===== config.mk =====
export PLATFORM = sky130hd
export DESIGN_NAME = gtp_oob_dev_flat
export DESIGN_NICKNAME = d
export VERILOG_FILES = /design/src/rtl/gtp_oob_dev_if.sv /design/src/rtl/gtp_oob_dev.sv /design/src/flat_wrapper.sv
export SDC_FILE = /design/constraint.sdc
export NUM_CORES = 1
export LEC_CHECK = 0
export CORE_MARGIN = 2
export CORE_UTILIZATION = 30
export DETAILED_ROUTE_END_ITERATION = 8
export DONT_BUFFER_PORTS = 1
export HOLD_SLACK_MARGIN = 0.1
export PLACE_DENSITY = 0.42
export SLEW_MARGIN = 25
export SYNTH_ARGS = -nofsm -noshare
export SYNTH_HDL_FRONTEND = slang
export SYNTH_SLANG_ARGS = --single-unit

===== constraint.sdc =====
create_clock -name sys_clk -period 5.05 [get_ports sys_clk]
set_input_delay 0.7575 -clock sys_clk [delete_from_list [all_inputs] [get_ports sys_clk]]
set_output_delay 0.7575 -clock sys_clk [all_outputs]
set_load 0.01 [all_outputs]

===== src/rtl/gtp_oob_dev_if.sv =====
// gtp_oob_dev_if: link-layer TX dword stream into the device OOB sequencer
interface gtp_oob_dev_if;
    logic [31:0] txdata_ll;
    logic        txdatak_ll;
    logic        txdatak_pop;
    modport master (output txdata_ll, txdatak_ll, input txdatak_pop);
    modport slave (input txdata_ll, txdatak_ll, output txdatak_pop);
endinterface


===== src/rtl/gtp_oob_dev.sv =====
// gtp_oob_dev: SATA device-side OOB responder and link-up sequencer for the V5 GTP tile
// Define GTP_OOB_DEV_ALIGN_INSERT_EN to insert ALIGNp pairs into the DR_Ready data stream.
module gtp_oob_dev #(
    parameter logic [15:0] C_OOB_DONE_CNT   = 16'h0288,
    parameter logic [15:0] C_TIMEOUT        = 16'hFFFF,
    parameter logic [7:0]  C_ALIGN_INTERVAL = 8'hFF
) (
    input  logic        sys_clk,
    input  logic        sys_rst_n,
    input  logic        plllkdet,
    input  logic        tx_sync_done,
    input  logic [2:0]  rxstatus,
    input  logic        rxelecidle,
    input  logic        rxbyteisaligned,
    input  logic [31:0] rxdata,
    input  logic [3:0]  rxdatak,
    gtp_oob_dev_if.slave ll,
    output logic        txcomstart,
    output logic        txcomtype,
    output logic        txelecidle,
    output logic [31:0] txdata,
    output logic [3:0]  txdatak,
    output logic        link_up,
    output logic        ComReset,
    output logic [3:0]  state_o
);
    localparam logic [31:0] ALIGNP = 32'h7B4A_4ABC;
    localparam logic [31:0] SYNCP  = 32'hB5B5_957C;
`ifdef GTP_OOB_DEV_ALIGN_INSERT_EN
    localparam logic INS_EN = 1'b1;
`else
    localparam logic INS_EN = 1'b0;
`endif

    typedef enum logic [3:0] {
        DR_IDLE, DR_AwaitCOMRESET, DR_AwaitNoCOMRESET, DR_COMINIT, DR_AwaitCOMWAKE,
        DR_AwaitNoCOMWAKE, DR_COMWAKE, DR_SendAlign, DR_Ready
    } st_t;

    st_t         state, nxt;
    logic [15:0] count;
    logic [7:0]  dcnt;
    logic        rdy_q, ins_hold, first, ins, data;
    logic        burst_done, timeout, align_det, cnt_run;

    assign burst_done = count == C_OOB_DONE_CNT || rxstatus[0];
    assign timeout    = count == C_TIMEOUT;
    assign align_det  = rxdata == ALIGNP && rxdatak == 4'h1 && rxbyteisaligned;
    assign first      = state == DR_Ready && !rdy_q;
    // A deferred insertion fires on the first non-K dword once the interval is reached
    assign ins        = INS_EN && state == DR_Ready && !first &&
                        (ins_hold || (dcnt == C_ALIGN_INTERVAL && !ll.txdatak_ll));
    assign data       = state == DR_Ready && !first && !ins;
    assign cnt_run    = nxt == state &&
                        (state inside {DR_COMINIT, DR_AwaitCOMWAKE, DR_COMWAKE, DR_SendAlign});
    assign ll.txdatak_pop = data;
    assign ComReset   = rxstatus[2];
    assign state_o    = state;

    always_comb begin
        nxt = state;
        case (state)
            DR_IDLE:            nxt = plllkdet && tx_sync_done ? DR_AwaitCOMRESET : state;
            DR_AwaitCOMRESET:   nxt = rxstatus[2] ? DR_AwaitNoCOMRESET : state;
            DR_AwaitNoCOMRESET: nxt = !rxstatus[2] ? DR_COMINIT : state;
            DR_COMINIT:         nxt = burst_done ? DR_AwaitCOMWAKE : state;
            DR_AwaitCOMWAKE:    nxt = rxstatus[1] ? DR_AwaitNoCOMWAKE : timeout ? DR_COMINIT : state;
            DR_AwaitNoCOMWAKE:  nxt = !rxstatus[1] ? DR_COMWAKE : state;
            DR_COMWAKE:         nxt = burst_done ? DR_SendAlign : state;
            DR_SendAlign:       nxt = align_det ? DR_Ready : timeout ? DR_AwaitCOMRESET : state;
            DR_Ready:           nxt = rxelecidle ? DR_AwaitCOMRESET : state;
            default:            nxt = DR_IDLE;
        endcase
        if (rxstatus[2] && !(state inside {DR_IDLE, DR_AwaitCOMRESET, DR_AwaitNoCOMRESET}))
            nxt = DR_AwaitNoCOMRESET;
    end

    always_ff @(posedge sys_clk or negedge sys_rst_n) begin
        if (!sys_rst_n) begin
            state      <= DR_IDLE;
            count      <= '0;
            dcnt       <= '0;
            rdy_q      <= 1'b0;
            ins_hold   <= 1'b0;
            txelecidle <= 1'b1;
            txcomstart <= 1'b0;
            txcomtype  <= 1'b0;
            link_up    <= 1'b0;
            txdata     <= ALIGNP;
            txdatak    <= 4'h1;
        end else begin
            state      <= nxt;
            count      <= cnt_run ? count + 16'd1 : '0;
            rdy_q      <= state == DR_Ready;
            ins_hold   <= ins && !ins_hold;
            dcnt       <= (state != DR_Ready || ins_hold) ? '0 :
                          (data && dcnt != C_ALIGN_INTERVAL) ? dcnt + 8'd1 : dcnt;
            txelecidle <= !(state == DR_SendAlign || state == DR_Ready);
            txcomstart <= state == DR_COMINIT || state == DR_COMWAKE;
            txcomtype  <= state == DR_COMWAKE;
            link_up    <= nxt == DR_Ready;
            txdata     <= data ? ll.txdata_ll : first ? SYNCP : ALIGNP;
            txdatak    <= data ? {3'b0, ll.txdatak_ll} : 4'h1;
        end
    end
endmodule


===== src/flat_wrapper.sv =====
// flat-port wrapper written by rule: the top's interface ports become plain ports
module gtp_oob_dev_flat 
#(
    parameter logic [15:0] C_OOB_DONE_CNT   = 16'h0288,
    parameter logic [15:0] C_TIMEOUT        = 16'hFFFF,
    parameter logic [7:0]  C_ALIGN_INTERVAL = 8'hFF
)
  (sys_clk, sys_rst_n, plllkdet, tx_sync_done, rxstatus, rxelecidle, rxbyteisaligned, rxdata, rxdatak, txcomstart, txcomtype, txelecidle, txdata, txdatak, link_up, ComReset, state_o, ll_txdata_ll, ll_txdatak_ll, ll_txdatak_pop);
  gtp_oob_dev_if ll_i ();
  input  logic sys_clk;
  input  logic sys_rst_n;
  input  logic plllkdet;
  input  logic tx_sync_done;
  input  logic [2:0] rxstatus;
  input  logic rxelecidle;
  input  logic rxbyteisaligned;
  input  logic [31:0] rxdata;
  input  logic [3:0] rxdatak;
  output logic txcomstart;
  output logic txcomtype;
  output logic txelecidle;
  output logic [31:0] txdata;
  output logic [3:0] txdatak;
  output logic link_up;
  output logic ComReset;
  output logic [3:0] state_o;
  input wire logic [$bits(ll_i.txdata_ll)-1:0] ll_txdata_ll;
  input wire logic [$bits(ll_i.txdatak_ll)-1:0] ll_txdatak_ll;
  output wire logic [$bits(ll_i.txdatak_pop)-1:0] ll_txdatak_pop;
  assign ll_i.txdata_ll = ll_txdata_ll;
  assign ll_i.txdatak_ll = ll_txdatak_ll;
  assign ll_txdatak_pop = ll_i.txdatak_pop;
  gtp_oob_dev #(.C_OOB_DONE_CNT(C_OOB_DONE_CNT), .C_TIMEOUT(C_TIMEOUT), .C_ALIGN_INTERVAL(C_ALIGN_INTERVAL)) u_core (.sys_clk(sys_clk), .sys_rst_n(sys_rst_n), .plllkdet(plllkdet), .tx_sync_done(tx_sync_done), .rxstatus(rxstatus), .rxelecidle(rxelecidle), .rxbyteisaligned(rxbyteisaligned), .rxdata(rxdata), .rxdatak(rxdatak), .ll(ll_i), .txcomstart(txcomstart), .txcomtype(txcomtype), .txelecidle(txelecidle), .txdata(txdata), .txdatak(txdatak), .link_up(link_up), .ComReset(ComReset), .state_o(state_o));
endmodule

* Yosys cells after proc, flatten, opt, wreduce, memory -nomap -nowiden
Index checks and enable logic that the tools add are counted.
Widths: inputs -> output; s select.
** Storage, ports and cells
- Input bits :: 78
- Bits in latches :: 0
- Output and inout port bits :: 46
- Memory bits (writable) :: 0
- Memory bits (read-only) :: 0
- Register bits :: 61
- Memories :: 0
** Operators by class
- Magnitude comparators :: 0
- Add/sub/neg operators :: 1
- Shift operators :: 0
- Bitwise operators :: 0
- $mul :: 0
- Reductions and logical operators :: 17
- Multiplexer cells :: 17
- Equality and inequality tests :: 14
- Div/mod/pow operators :: 0
** Operator list (count)
- $mux 32 :: 2
- $mux 4 :: 12
- $pmux 4 s9 :: 1
- $eq 32x31->1 const B :: 1
- $add 16x1->16 const B :: 1
- $eq 16x10->1 const B :: 1
- $eq 16x16->1 const B :: 1
- $eq 4x3->1 const B :: 4
- $mux 16 :: 1
- $eq 4x1->1 const B :: 2
- $eq 4x2->1 const B :: 2
- $eq 4x4->1 const B :: 2
- $logic_and 1x1->1 :: 7
- $eq 4x4->1 :: 1
- $logic_not 1->1 :: 4
- $logic_not 4->1 :: 1
- $reduce_bool 4->1 :: 1
- $logic_or 1x1->1 :: 3
- $reduce_bool 3->1 :: 1
- $mux 1 :: 1

* Longest topological paths before layout
- Depth in word-level cells :: 9
- Depth in mapped cells :: 9
- Depth with buffers taken out :: 8

* Worst setup path before layout
No wires, ideal clock.
- Path type :: input -> register
- Start point :: in rxdata[6]
- End point :: reg u_core.count[10]
- Library setup time :: 0.096 ns
- Path slack :: 2.582 ns
- Required time :: 4.954 ns
- Buffers on the path :: 1
- Stages :: 7
- Arrival :: 2.373 ns
- Cell sequence :: nor4b_1 nand3_1 o31ai_2 o211ai_2 mux2_4 buf_12 nor4_2
** Between the ends
- Cells in the longest elaborated chain, start to end :: 9
** Ends and longest elaborated chain
- from (decl) :: line flat_wrapper.sv:17 : input logic [31:0] rxdata;
- $eq 32x31->1 :: line gtp_oob_dev.sv:48 : assign align_det = rxdata == ALIGNP && rxdatak == 4'h1 && rxbyteisaligned;
- $logic_and 1x1->1 (2 in series) :: line gtp_oob_dev.sv:48
- $mux 4 :: line gtp_oob_dev.sv:70 : DR_SendAlign: nxt = align_det ? DR_Ready : timeout ? DR_AwaitCOMRESET : state;
- $pmux 4 s9 :: line gtp_oob_dev.sv:62 : case (state)
- $mux 4 :: line gtp_oob_dev.sv:74 : if (rxstatus[2] && !(state inside {DR_IDLE, DR_AwaitCOMRESET, DR_AwaitNoCOMRESET}))
- net u_core.nxt[1] :: line gtp_oob_dev.sv:40 : st_t state, nxt;
- $eq 4x4->1 :: line gtp_oob_dev.sv:54 : assign cnt_run = nxt == state &&
- $logic_and 1x1->1 :: line gtp_oob_dev.sv:54
- $mux 16 :: line gtp_oob_dev.sv:93 : count <= cnt_run ? count + 16'd1 : '0;
- to (signal assigned) :: line gtp_oob_dev.sv:93
- to (decl) :: line gtp_oob_dev.sv:41 : logic [15:0] count;
The timed path passes the listed nets, and every way through them passes these cells.

* Final worst setup path
- Start point :: reg u_core.state[0], in the netlist u_core.state_o[0]
- End point :: out ll_txdatak_pop
** Between the ends
- Cells in the longest elaborated chain, start to end :: 4
** Ends and longest elaborated chain
- from (decl) :: line gtp_oob_dev.sv:40
- from (signal assigned) :: line gtp_oob_dev.sv:92 : state <= nxt;
- $eq 4x4->1 (*) :: line gtp_oob_dev.sv:49, gtp_oob_dev.sv:53
- $logic_and 1x1->1 :: line gtp_oob_dev.sv:49 : assign first = state == DR_Ready && !rdy_q;
- $logic_not 1->1 :: line gtp_oob_dev.sv:53 : assign data = state == DR_Ready && !first && !ins;
- $logic_and 1x1->1 (*) :: line gtp_oob_dev.sv:53
- to (decl) :: line flat_wrapper.sv:29 : output wire logic [$bits(ll_i.txdatak_pop)-1:0] ll_txdatak_pop;
Every way passes the cells marked *; elsewhere a longest branch is shown, timed or not.

==> results.tsv <==
metric	value	unit
number of synthesized flops with an enable pin	0	
Final nets	363	
Crit. Startpoint	u_core.state_o[0]$_DFF_PN0_	
H-tree depth	3	
leak pwr	1.317	nW
clock sink count	58	
Cell Chain, Critical Path	nor2_1 -> nand3_1 -> inv_1 -> buf_4 -> nand2_1 -> inv_1	
worst slack, placed	1.987	ns
first-pass GRT wire length	11550	um
CTS tree	done	
DR vias	2180	
register area share after synthesis	0.4964	
synthesis-to-layout area growth	10.74	%
Tightest Pin Transition	1.002	ns
synth warn	0	
Crit path largest cell delay	0.61	ns
Final period util	0.6318	
DP Wirelength	4850	um
RSZ-0062 raised after global routing	no	
Starting Density	0.3068	
DRT Pass-1 Iters	5	
CTS Buf Count	9	
max-slew violation count	0	
Post-Synthesis Cells	283	
Worst Setup End Kind	output port	
worst vdd ir	173.0	uV
Diodes inserted	0	
antenna viol nets, final	0	
cell mode on critical path	inv_1	
GPL Wtd Cong	0.7608	
Row Count	36	
PwrDens	439.8	nW/um^2
DIE WIDTH	103.5	um
mapped cell area	2972	sq um
RR Startpoint	u_core.state_o[0]$_DFF_PN0_	
DRT met1 WL	3194	um
fin crit period	3.191	ns
hold crit path type	input pin to async pin	
endpoints failing setup	0	
detailed-route wire length per cell	17.16	um
final hold slack	0.2330	ns
Hold Vio Cnt, Final	0	
CP Data Required Time	4.29	ns
Synth Register Bits	58	
Core ar.	9684	sq um
total negative slack	0	ns
Total GRT Usage	0.1362	
GRT overflow	0	
Root Buffer	clkbuf_8	
initial antenna violation count	0	
worst path arrival time	2.43	ns
commonest register cell after synthesis	dfrtp_1	
Port-buffer cells	0	
area of the die	10720	sq um
slowest library cell on the worst path	dfrtp_1	
DR iter-0 viols	86	
chip height	103.5	um
Crit Path Class	flop to output port	
final worst setup slack	1.859	ns
Yosys cell types	56	
Critical Path Fanout Max	17	
met3 WL	502	um
largest net degree at the start of global routing	39	
max frequency	0.3134	GHz
vias in the first global route	2133	
layout cells sized above 1	0.2465	
clock skew	0.01298	ns
commonest non-fill, non-tap cell in the layout	dfrtp_1	
max cap viols	0	
Synth async-reset ratio	1.000	
Synth Area per Inst	10.50	sq um
met2 wire len	3363	um
mean number of vias per cell	5.178	
I/O Pins	124	
Finished Core Util	0.3398	
clk slew on worst S/H paths	0.08	ns
# DRC	0	
most frequent cells in the layout	39 x dfrtp_1, 31 x nand2_1, 19 x inv_1, 19 x dfstp_2, 17 x nor2_1	
startpoint types	flop	
Routed Wire Length	7224	um
status	finished clean	
Longest Clk Path Bufs	2	
worst skew pair latency	0.34	ns
Worst slew margin	0.3322	
Top Metal Used	met4	
CTS resizes	0	
==> worst max-delay path: cells and delay by family, from the launching register on <==
family,cells,cell delay [ns]
flops,1,0.61
simple gates,3,0.86
buf+inv,3,0.62
==> per-layer routing <==
metal  vias to the layer above  global-route usage
met3                        13             0.03839
met4                         0             0.06467
met5                         -                   0
met1                      1072              0.1748
li1                        988                   -
met2                       107              0.2124
==> path summary, 6_finish.rpt <==
check	cells past startpoint	slack, ns	to
max in group asynchronous	1	3.42	u_core.state_o[1]$_DFF_PN0_
worst min register to register	1	0.53	u_core.count[0]$_DFF_PN0_
worst min-delay path	1	0.23	u_core.state_o[0]$_DFF_PN0_
worst max-delay path	6	1.86	ll_txdatak_pop
worst max register to register	9	2.07	u_core.count[15]$_DFF_PN0_
min in group sys_clk	2	0.51	u_core.txdata[19]$_DFF_PN1_
==> where the power goes <==
part / switching [W] / leakage (nW) / internal (W)
clock: 0.000201 / 0.105 / 0.000277
sequential: 0.0000678 / 0.736 / 0.000491
combinational: 0.000267 / 0.476 / 0.000144
total: 0.000536 / 1.32 / 0.000911
==> cells by family after synthesis <==
kind of cell / synth area share
and+or+nand+nor: 0.2813
DFF: 0.4964
AOI/OAI and AO/OA: 0.09643
buffers and inverters: 0.06484
xor gates and xnor gates: 0.04126
adders and majority gates: 0.008420
muxes: 0.01011
other: 0.001262
==> cell type report <==
type                            instances  area [sq um]
Fill cell                             996          6394
Sequential cell                        58          1475
Multi-Input combinational cell        191          1311
Tap cell                              133         166.4
Clock buffer                            9         123.9
Clock inverter                          7         93.84
Inverter                               19         71.32
Timing Repair Buffer                    4         48.80
==> timing repair <==
item | in CTS | in global routing
buffers inserted | 0 | 0
hold buffers | 1 | 1
hold endpoints to repair | 21 | 18
==> sequential cells by signal (all words and copies together) (netlist names) <==
name and count:
u_core.count 16, u_core.link_up 1, u_core.rdy_q 1, u_core.state_o 4, u_core.txcomstart 1, u_core.txcomtype 1
u_core.txdata 32, u_core.txdatak 1, u_core.txelecidle 1
==> cells in the mapped netlist, types with 8 or more instances <==
master | count | area (sq um)
dfrtp_1 | 39 | 975.9
nand2_1 | 31 | 116.4
dfstp_2 | 19 | 499.2
inv_1 | 19 | 71.32
nor2_1 | 17 | 63.81
a21oi_1 | 14 | 70.07
nor4_2 | 11 | 137.6
o21ai_0 | 10 | 50.05
nand4_1 | 9 | 56.30
or2_2 | 9 | 56.30
xor2_1 | 8 | 70.07
==> through the flow <==
step | std cells | total power (W) | cell area (sq um)
6_report | 421 | 0.001447 | 3291
5_1_grt | 421 | 0.001535 | 3291
4_1_cts | 420 | 0.001462 | 3281
3_5_place_dp | 403 | 0.0009670 | 3043
3_3_place_gp | 402 | 0.0009518 | 3032
2_1_floorplan | 285 | 0.0009246 | 2979
No activity file was read; power rests on OpenSTA's default activity.
